==> config.mk <==
export PLATFORM = sky130hd
export DESIGN_NAME = arb_8_rr
export DESIGN_NICKNAME = d
export VERILOG_FILES = /design/src/rtl/arb_8_rr_pkg.sv /design/src/rtl/rot_enc_8.sv /design/src/rtl/arb_8_rr.sv
export SDC_FILE = /design/constraint.sdc
export NUM_CORES = 1
export LEC_CHECK = 0
export CAP_MARGIN = 40
export CORE_MARGIN = 2
export CORE_UTILIZATION = 40
export CTS_CLUSTER_SIZE = 10
export DETAILED_ROUTE_END_ITERATION = 10
export PLACE_DENSITY = 0.66
export SLEW_MARGIN = 10
export SYNTH_ARGS = -nofsm -noshare
export SYNTH_HDL_FRONTEND = slang
export SYNTH_HIERARCHICAL = 1
export SYNTH_SLANG_ARGS = --single-unit
==> constraint.sdc <==
create_clock -name clk -period 3.6 [get_ports clk]
set_input_delay 0.72 -clock clk [delete_from_list [all_inputs] [get_ports clk]]
set_output_delay 0.72 -clock clk [all_outputs]
set_load 0.005 [all_outputs]
==> src/rtl/arb_8_rr_pkg.sv <==
// Shared constants, state encoding and helpers for the 8-way round-robin arbiter.
package arb_8_rr_pkg;

    localparam int N_REQ  = 8;   // number of requesters
    localparam int ID_W   = 3;   // width of a requester index
    localparam int HOLD_W = 8;   // width of the grant hold counter

    // Pointer value after reset: the next search then starts at requester 0.
    localparam logic [ID_W-1:0] PTR_RST = 3'd7;

    typedef enum logic [1:0] {
        ST_IDLE  = 2'd0,
        ST_GRANT = 2'd1,
        ST_GAP   = 2'd2
    } state_e;

    // One-hot vector with only bit 'id' set.
    function automatic logic [N_REQ-1:0] onehot_id(input logic [ID_W-1:0] id);
        logic [N_REQ-1:0] v;
        v     = '0;
        v[id] = 1'b1;
        return v;
    endfunction

endpackage

==> src/rtl/rot_enc_8.sv <==
// Rotating priority encoder: lowest set request index at or above s wins, wrapping 7 -> 0.
module rot_enc_8
    import arb_8_rr_pkg::*;
(
    input  logic [N_REQ-1:0] req,
    input  logic [ID_W-1:0]  s,
    output logic [ID_W-1:0]  id,
    output logic             valid
);

    // Scan from the farthest offset down to offset 0 so the nearest set bit overrides.
    always_comb begin
        id    = '0;
        valid = 1'b0;
        for (int k = N_REQ - 1; k >= 0; k--) begin
            if (req[s + ID_W'(k)]) begin
                id    = s + ID_W'(k);
                valid = 1'b1;
            end
        end
    end

endmodule

==> src/rtl/arb_8_rr.sv <==
// 8-requester round-robin arbiter with hold limit, one-cycle release gap and registered outputs.
module arb_8_rr
    import arb_8_rr_pkg::*;
#(
    parameter int MAX_HOLD = 15
) (
    input  logic             clk,
    input  logic             rst_n,
    input  logic [N_REQ-1:0] req,
    input  logic             done,
    output logic [N_REQ-1:0] gnt,
    output logic [ID_W-1:0]  gnt_id,
    output logic             busy,
    output logic             timeout
);

    localparam logic [HOLD_W-1:0] HOLD_SAT = '1;

    state_e             r_state;
    logic [ID_W-1:0]    r_ptr;
    logic [ID_W-1:0]    r_gnt_id;
    logic [HOLD_W-1:0]  r_hold;
    logic [N_REQ-1:0]   r_gnt;
    logic               r_busy;
    logic               r_timeout;

    state_e             w_state_nxt;
    logic [ID_W-1:0]    w_ptr_nxt;
    logic [ID_W-1:0]    w_gnt_id_nxt;
    logic [HOLD_W-1:0]  w_hold_nxt;
    logic [N_REQ-1:0]   w_gnt_nxt;
    logic               w_busy_nxt;
    logic               w_timeout_nxt;

    logic [ID_W-1:0]    w_start;
    logic [ID_W-1:0]    w_enc_id;
    logic               w_enc_valid;
    logic               w_rel_done;
    logic               w_rel_drop;
    logic               w_rel_limit;

    // Search starts one past the last released grantee.
    assign w_start     = r_ptr + ID_W'(1);
    assign w_rel_done  = done;
    assign w_rel_drop  = ~req[r_gnt_id];
    assign w_rel_limit = (MAX_HOLD != 0) && (int'(r_hold) == MAX_HOLD);

    rot_enc_8 u_rot_enc (
        .req   (req),
        .s     (w_start),
        .id    (w_enc_id),
        .valid (w_enc_valid)
    );

    // Next-state, pointer, hold counter and next registered outputs.
    always_comb begin
        w_state_nxt   = r_state;
        w_ptr_nxt     = r_ptr;
        w_gnt_id_nxt  = r_gnt_id;
        w_hold_nxt    = r_hold;
        w_timeout_nxt = 1'b0;
        case (r_state)
            ST_IDLE: begin
                w_hold_nxt = '0;
                if (w_enc_valid) begin
                    w_state_nxt  = ST_GRANT;
                    w_gnt_id_nxt = w_enc_id;
                    // Counter restarts; the first GRANT cycle counts as 1.
                    w_hold_nxt   = HOLD_W'(1);
                end
            end
            ST_GRANT: begin
                if (w_rel_done || w_rel_drop || w_rel_limit) begin
                    w_state_nxt   = ST_GAP;
                    w_ptr_nxt     = r_gnt_id;
                    w_hold_nxt    = '0;
                    // A normal release wins over a simultaneous hold-limit hit.
                    w_timeout_nxt = ~w_rel_done & ~w_rel_drop;
                end else if (r_hold != HOLD_SAT) begin
                    w_hold_nxt = r_hold + HOLD_W'(1);
                end
            end
            ST_GAP: begin
                w_state_nxt = ST_IDLE;
            end
            default: begin
                w_state_nxt = ST_IDLE;
            end
        endcase
        w_busy_nxt = (w_state_nxt == ST_GRANT);
        w_gnt_nxt  = w_busy_nxt ? onehot_id(w_gnt_id_nxt) : '0;
    end

    // State and output registers; reset clears the grant immediately without a GAP.
    always_ff @(posedge clk or negedge rst_n) begin
        if (!rst_n) begin
            r_state   <= ST_IDLE;
            r_ptr     <= PTR_RST;
            r_gnt_id  <= '0;
            r_hold    <= '0;
            r_gnt     <= '0;
            r_busy    <= 1'b0;
            r_timeout <= 1'b0;
        end else begin
            r_state   <= w_state_nxt;
            r_ptr     <= w_ptr_nxt;
            r_gnt_id  <= w_gnt_id_nxt;
            r_hold    <= w_hold_nxt;
            r_gnt     <= w_gnt_nxt;
            r_busy    <= w_busy_nxt;
            r_timeout <= w_timeout_nxt;
        end
    end

    assign gnt     = r_gnt;
    assign gnt_id  = r_gnt_id;
    assign busy    = r_busy;
    assign timeout = r_timeout;

endmodule

## Yosys cells after proc, flatten, opt, wreduce, memory -nomap -nowiden

Cells that the tools add are included.

- Register bits after elaboration: 26
- Bits in latches: 0
- Bits in writable memories: 0
- ROM bits: 0
- Input port bits: 11
- Output and inout port bits: 13
- Logic and storage cells: 90
- Memories: 0

- Add/subtract/negate cells: 9
- $mul: 0
- Divide/modulo/power cells: 0
- Magnitude comparators: 11
- Equal/unequal tests: 5
- Shift operators: 0
- Mux-type cells: 48
- Bitwise gates (word level): 3
- Reduce and logical (&&, ||, !) cells: 7

Operator list:

| cell | number |
|---|---|
| 3-bit by 4-bit less-than comparator with 1-bit output, second input constant | 10 |
| 3-bit two-way mux | 10 |
| 1-bit binary-select mux with 3-bit select | 9 |
| 8-bit two-way mux | 3 |
| 1-bit two-way mux | 21 |
| 8-bit case mux with 2 select lines | 1 |
| 3-bit adder, second input constant | 4 |
| 8-bit by 1-bit adder with 8-bit output, second input constant | 1 |
| 8-bit by 5-bit equality test with 1-bit output, second input constant | 1 |
| 8-bit inequality test, second input constant | 1 |
| 3-bit by 1-bit adder with 3-bit output, second input constant | 2 |
| 3-bit by 2-bit adder with 3-bit output, second input constant | 2 |
| 2-bit by 1-bit equality test with 1-bit output, second input constant | 2 |
| 2-bit two-way mux | 2 |
| 2-bit case mux with 2 select lines | 1 |
| 2-bit AND reduction | 2 |
| 1-bit demux with 3-bit select | 1 |
| 3-bit by 1-bit >= comparator with 1-bit output, second input constant | 1 |
| 3-bit inequality test, second input constant | 1 |
| 2-bit zero test | 1 |
| 1-bit logical OR | 2 |
| 1-bit NOT | 2 |
| 2-bit nonzero test | 1 |
| 1-bit bitwise AND | 1 |
| 1-bit logical AND | 1 |

## Longest topological paths before layout

- Depth after elaboration: 19
- Mapped depth: 16
- Depth with buffers taken out: 13

## Cells and area by module

The synthesis kept the hierarchy.

By module, submodules not included:

| module | times used | cells an instance | area an instance (um2) | sequential area each (um2) |
|---|---|---|---|---|
| arb_8_rr | 1 | 117 | 1,236.2 | 654.4 |
| rot_enc_8 | 1 | 90 | 782.0 | 0.0 |

## Worst setup path after synthesis

Ideal clock, no wire load.

- Path kind: register -> register
- From: register r_ptr[0]
- To: register r_gnt[0], in the netlist gnt[0]
- Setup time: 72 ps
- Data arrival time: 3,520 ps
- Path slack: 8 ps
- Stages on the path, launching flop included: 16
- Clock period less this slack: 3,592 ps
- Cells stage by stage: dfstp_2 > ha_1 > buf_4 > buf_4 > inv_1 > ha_1 > clkbuf_1 > mux4_2 > mux2_4 > o21ai_2 > a31oi_1 > o21bai_1 > mux2_1 > mux2_2 > o21bai_1 > nor2_1

- Word-level cells in the longest chain between the ends: 19
- Elaborated cells between the ends (all ways): 51
- Those cells by class: add/sub: 8; order compare: 2; eq/ne: 1; mux: 39; reduce/logical: 1

Ends and longest elaborated chain:

| element | RTL line | RTL |
|---|---|---|
| start: declaration | arb_8_rr.sv:20 | `logic [ID_W-1:0] r_ptr;` |
| start signal: assignment | arb_8_rr.sv:106 | `r_ptr <= w_ptr_nxt;` |
| 3-bit by 1-bit adder with 3-bit output * | arb_8_rr.sv:43 | `assign w_start = r_ptr + ID_W'(1);` |
| via w_start[1] | arb_8_rr.sv:35 | `logic [ID_W-1:0] w_start;` |
| 3-bit adder | rot_enc_8.sv:16 | `if (req[s + ID_W'(k)]) begin` |
| 1-bit binary-select mux with 3-bit select | rot_enc_8.sv:16 |  |
| 1-bit two-way mux (implied by the code) | rot_enc_8.sv:16 |  |
| 3-bit two-way mux (7 in series) | rot_enc_8.sv:16 |  |
| 3-bit two-way mux * | rot_enc_8.sv:16 |  |
| via w_enc_id[0] | arb_8_rr.sv:36 | `logic [ID_W-1:0] w_enc_id;` |
| 3-bit two-way mux * | arb_8_rr.sv:65 | `if (w_enc_valid) begin` |
| 3-bit two-way mux * | arb_8_rr.sv:62 | `case (r_state)` |
| via w_gnt_id_nxt[0] | arb_8_rr.sv:29 | `logic [ID_W-1:0] w_gnt_id_nxt;` |
| 3-bit by 4-bit less-than comparator with 1-bit output (implied by the code) / 3-bit by 1-bit >= comparator with 1-bit output (equally long branches) | arb_8_rr_pkg.sv:21 | `v[id] = 1'b1;` |
| 1-bit logical AND (implied by the code) | arb_8_rr_pkg.sv:21 |  |
| 1-bit two-way mux (implied by the code) | arb_8_rr_pkg.sv:21 |  |
| 1-bit demux with 3-bit select * | arb_8_rr_pkg.sv:21 |  |
| 8-bit two-way mux * | arb_8_rr.sv:91 | `w_gnt_nxt = w_busy_nxt ? onehot_id(w_gnt_id_nxt) : '0;` |
| via w_gnt_nxt[0] | arb_8_rr.sv:31 | `logic [N_REQ-1:0] w_gnt_nxt;` |
| end signal: assignment | arb_8_rr.sv:109 | `r_gnt <= w_gnt_nxt;` |
| end: declaration | arb_8_rr.sv:23 | `logic [N_REQ-1:0] r_gnt;` |

Mark *: on every way through the listed nets, which the timed path passes. The rest lies on a longest branch. The select of a mux whose other input is x is not followed.
A chain may end at the register's enable or synchronous reset.

## Worst setup path in the final report

- From: register r_ptr[0]
- To: register r_gnt[4], in the netlist gnt[4]

Same word-level chain as after synthesis.

==> results.tsv <==
metric	value	unit
outcome	finished, final reports clean	
CTS clk-pin slew, worst paths	0.09	ns
total core area	0.00479	mm^2
slowest stage delay, CP	0.55	ns
most common cell after layout, fill and taps aside	nor2_1	
Yosys reg bits	26	
worst endpoint required time	3.80	ns
CP delay by family, top	multiplexers	
# port buffers	23	
critical path depth	12	
CTS tree	yes	
Bufs on Longest Clock Path	2	
Crit path arrival time	3.63	ns
Syn Area/Cell	9.75	um^2
number of global-route vias before repair	1557	
crit path buf inv count	1	
worst reg-to-reg path cell count	12	
DP HPWL	3390	um
Synth Warn #	6	
Worst Path Max Fanout	7	
endpoints failing hold	0	
Slew @ Worst Pin	0.502	ns
DRC Markers	0	
Routed Antenna Nets	0	
final wirelength	4400	um
total gr overflow	0	
wire length per cell	14.4	um
fin crit share	95.2	%
CP Capture Type	flip-flop	
area delta synth->final	20.1	%
Min-Delay Path Class	reg -> reg	
Min Clock Period, post-route	3.43	ns
Synth Flop Type	dfrtp_1	
CTS root buf	clkbuf_8	
ys async rst share	100	%
initial antenna violation count	0	
share of post-route cells with drive strength above 1	16.4	%
Setup crit start kind	flip-flop	
cts hold-fix bufs	0	
worst r2r dst	gnt[4]$_DFF_PN0_	
commonest non-fill, non-tap cells in the layout	nor2_1, dfrtp_1, clkdlybuf4s50_1	
die area	0.00563	mm^2
IO Count	24	
critical path, cell by cell	ha_1 -> inv_1 -> ha_1 -> mux4_2 -> mux2_4 -> o21ai_2 -> a31oi_1 -> o21bai_1 -> mux2_1 -> mux2_2 -> o21bai_1 -> nor2_1	
routability cong.	0.918	
die width	75.0	um
flop-to-flop setup slack	0.17	ns
post-layout instance area	0.00242	mm^2
Initial Util	42.2	%
headroom to the max-slew limit	66.4	%
DRT iter0 DRCs	55	
FILL cells	426	
Max-Cap Viols	0	
Final setup viols	0	
FP Rows	25	
Die Height	75.0	um
Fmax	0.292	GHz
# diodes	0	
crit path capture	gnt[4]$_DFF_PN0_	
GRT Total Usage	16.9	%
synthesized net count	222	
DR vias	1714	
worst setup path startpoint	r_ptr[0]$_DFFE_PN1P_	
WHS	0.566	ns
H-Tree Depth	1	
EDFF count, synth	0	
sequential area share after synthesis	32.4	%
Mapped Area	0.00202	mm^2
Yosys cell types	58	
DP Area	0.00236	mm^2
routed vias/inst	5.62	
Clock Sinks	26	
Layout Skew	0.0105	ns
Crit Reg-Reg Startpoint	r_ptr[0]$_DFFE_PN1P_	
Max Slew Vio Count	0	
total CTS buffers	3	
Final #Nets	254	
Crit-path slowest cell	dfstp_2	
global-route wire length before repair	7390	um
Detailed Routing Iterations Pass 1	4	
largest net degree at the start of global routing	19	
latest clock arrival within the worst-skew pair	0.26	ns
Mapped Cells	207	
Setup CP Type	reg -> reg	
[how the worst min path moves through the flow]
stage	from	endpoint	cells past startpoint	slack, ns
final	r_hold[7]$_DFFE_PN0P_	r_hold[7]$_DFFE_PN0P_	2	0.57
after floorplan	rst_n	busy$_DFF_PN0_	0	0.42
after global routing	r_hold[7]$_DFFE_PN0P_	r_hold[7]$_DFFE_PN0P_	2	0.61
after CTS	r_hold[7]$_DFFE_PN0P_	r_hold[7]$_DFFE_PN0P_	2	0.56
after global placement	r_hold[7]$_DFFE_PN0P_	r_hold[7]$_DFFE_PN0P_	2	0.54
after detailed placement	r_hold[7]$_DFFE_PN0P_	r_hold[7]$_DFFE_PN0P_	2	0.54
[cells by family (layout without fill, tap and decap cells)]
logic type	Yosys count	count (layout)	share of synthesized area (%)
adder cells (fa/ha/maj)	4	4	2.48
multiplexers	28	28	22.4
XOR/XNOR	4	4	1.74
buffers and inverters	20	51	5.02
flip-flops	26	26	32.4
AO/OA/AOI/OAI	50	50	16.7
AND/OR/NAND/NOR	75	75	19.2
[stage by stage]
stage	setup TNS [ns]	std cells	setup slack [ns]	util (%)
4_1_cts	0	303	0.203	50.2
6_report	0	305	0.172	50.7
2_1_floorplan	0	207	0.00787	-
3_5_place_dp	0	299	0.00381	49.3
3_3_place_gp	0	298	0.104	49.0
5_1_grt	-0.00114	305	-0.00114	50.7
[metal layers]
metal / wire length [um] / track usage [%] / up-vias
met5: 0 / 0 / -
met4: 27 / 3.77 / 0
met3: 156 / 1.47 / 2
met2: 2080 / 27.2 / 40
met1: 2130 / 25.0 / 832
li1: - / - / 840
[tightest hold or removal path: stages, from the launching register on]
cell and delay [ns]:
dfrtp_1 0.39, a41oi_1 0.06, nor2_1 0.08
[what timing repair did]
action / 4_1_cts / 5_1_grt
setup buffers: 0 / 2
resized for setup: 0 / 1
setup endpoints to repair: 0 / 5
[state kept, by name (all words and copies together) (netlist names)]
name / count
r_state: 2
timeout: 1
r_hold: 8
busy: 1
gnt_id: 3
r_ptr: 3
gnt: 8
[final cells by class]
class                      instances  area [um^2]  area share, %
multi-input combinational        161         1270           52.3
sequential                        26          654           27.0
timing repair buffer              35          328           13.5
tap                               67         83.8           3.46
clock buffer                       4         45.0           1.86
inverter                          12         45.0           1.86
[Yosys cell counts (4+ instances only)]
cell type  number  area [um^2]
a21oi_1        19         95.1
and3_1          4         25.0
dfrtp_1        23          576
ha_1            4         50.1
inv_1          12         45.0
mux2_1          4         45.0
mux2_2          5         56.3
mux2i_1         7         70.1
mux4_1          5          131
mux4_2          6          135
nand2_1        16         60.1
nand3_1         6         30.0
nor2_1         24         90.1
nor2b_1         4         25.0
Power is left out: the tool's default activity adds up to more than one toggle a clock period on the data nets, which glitch-free logic cannot reach.
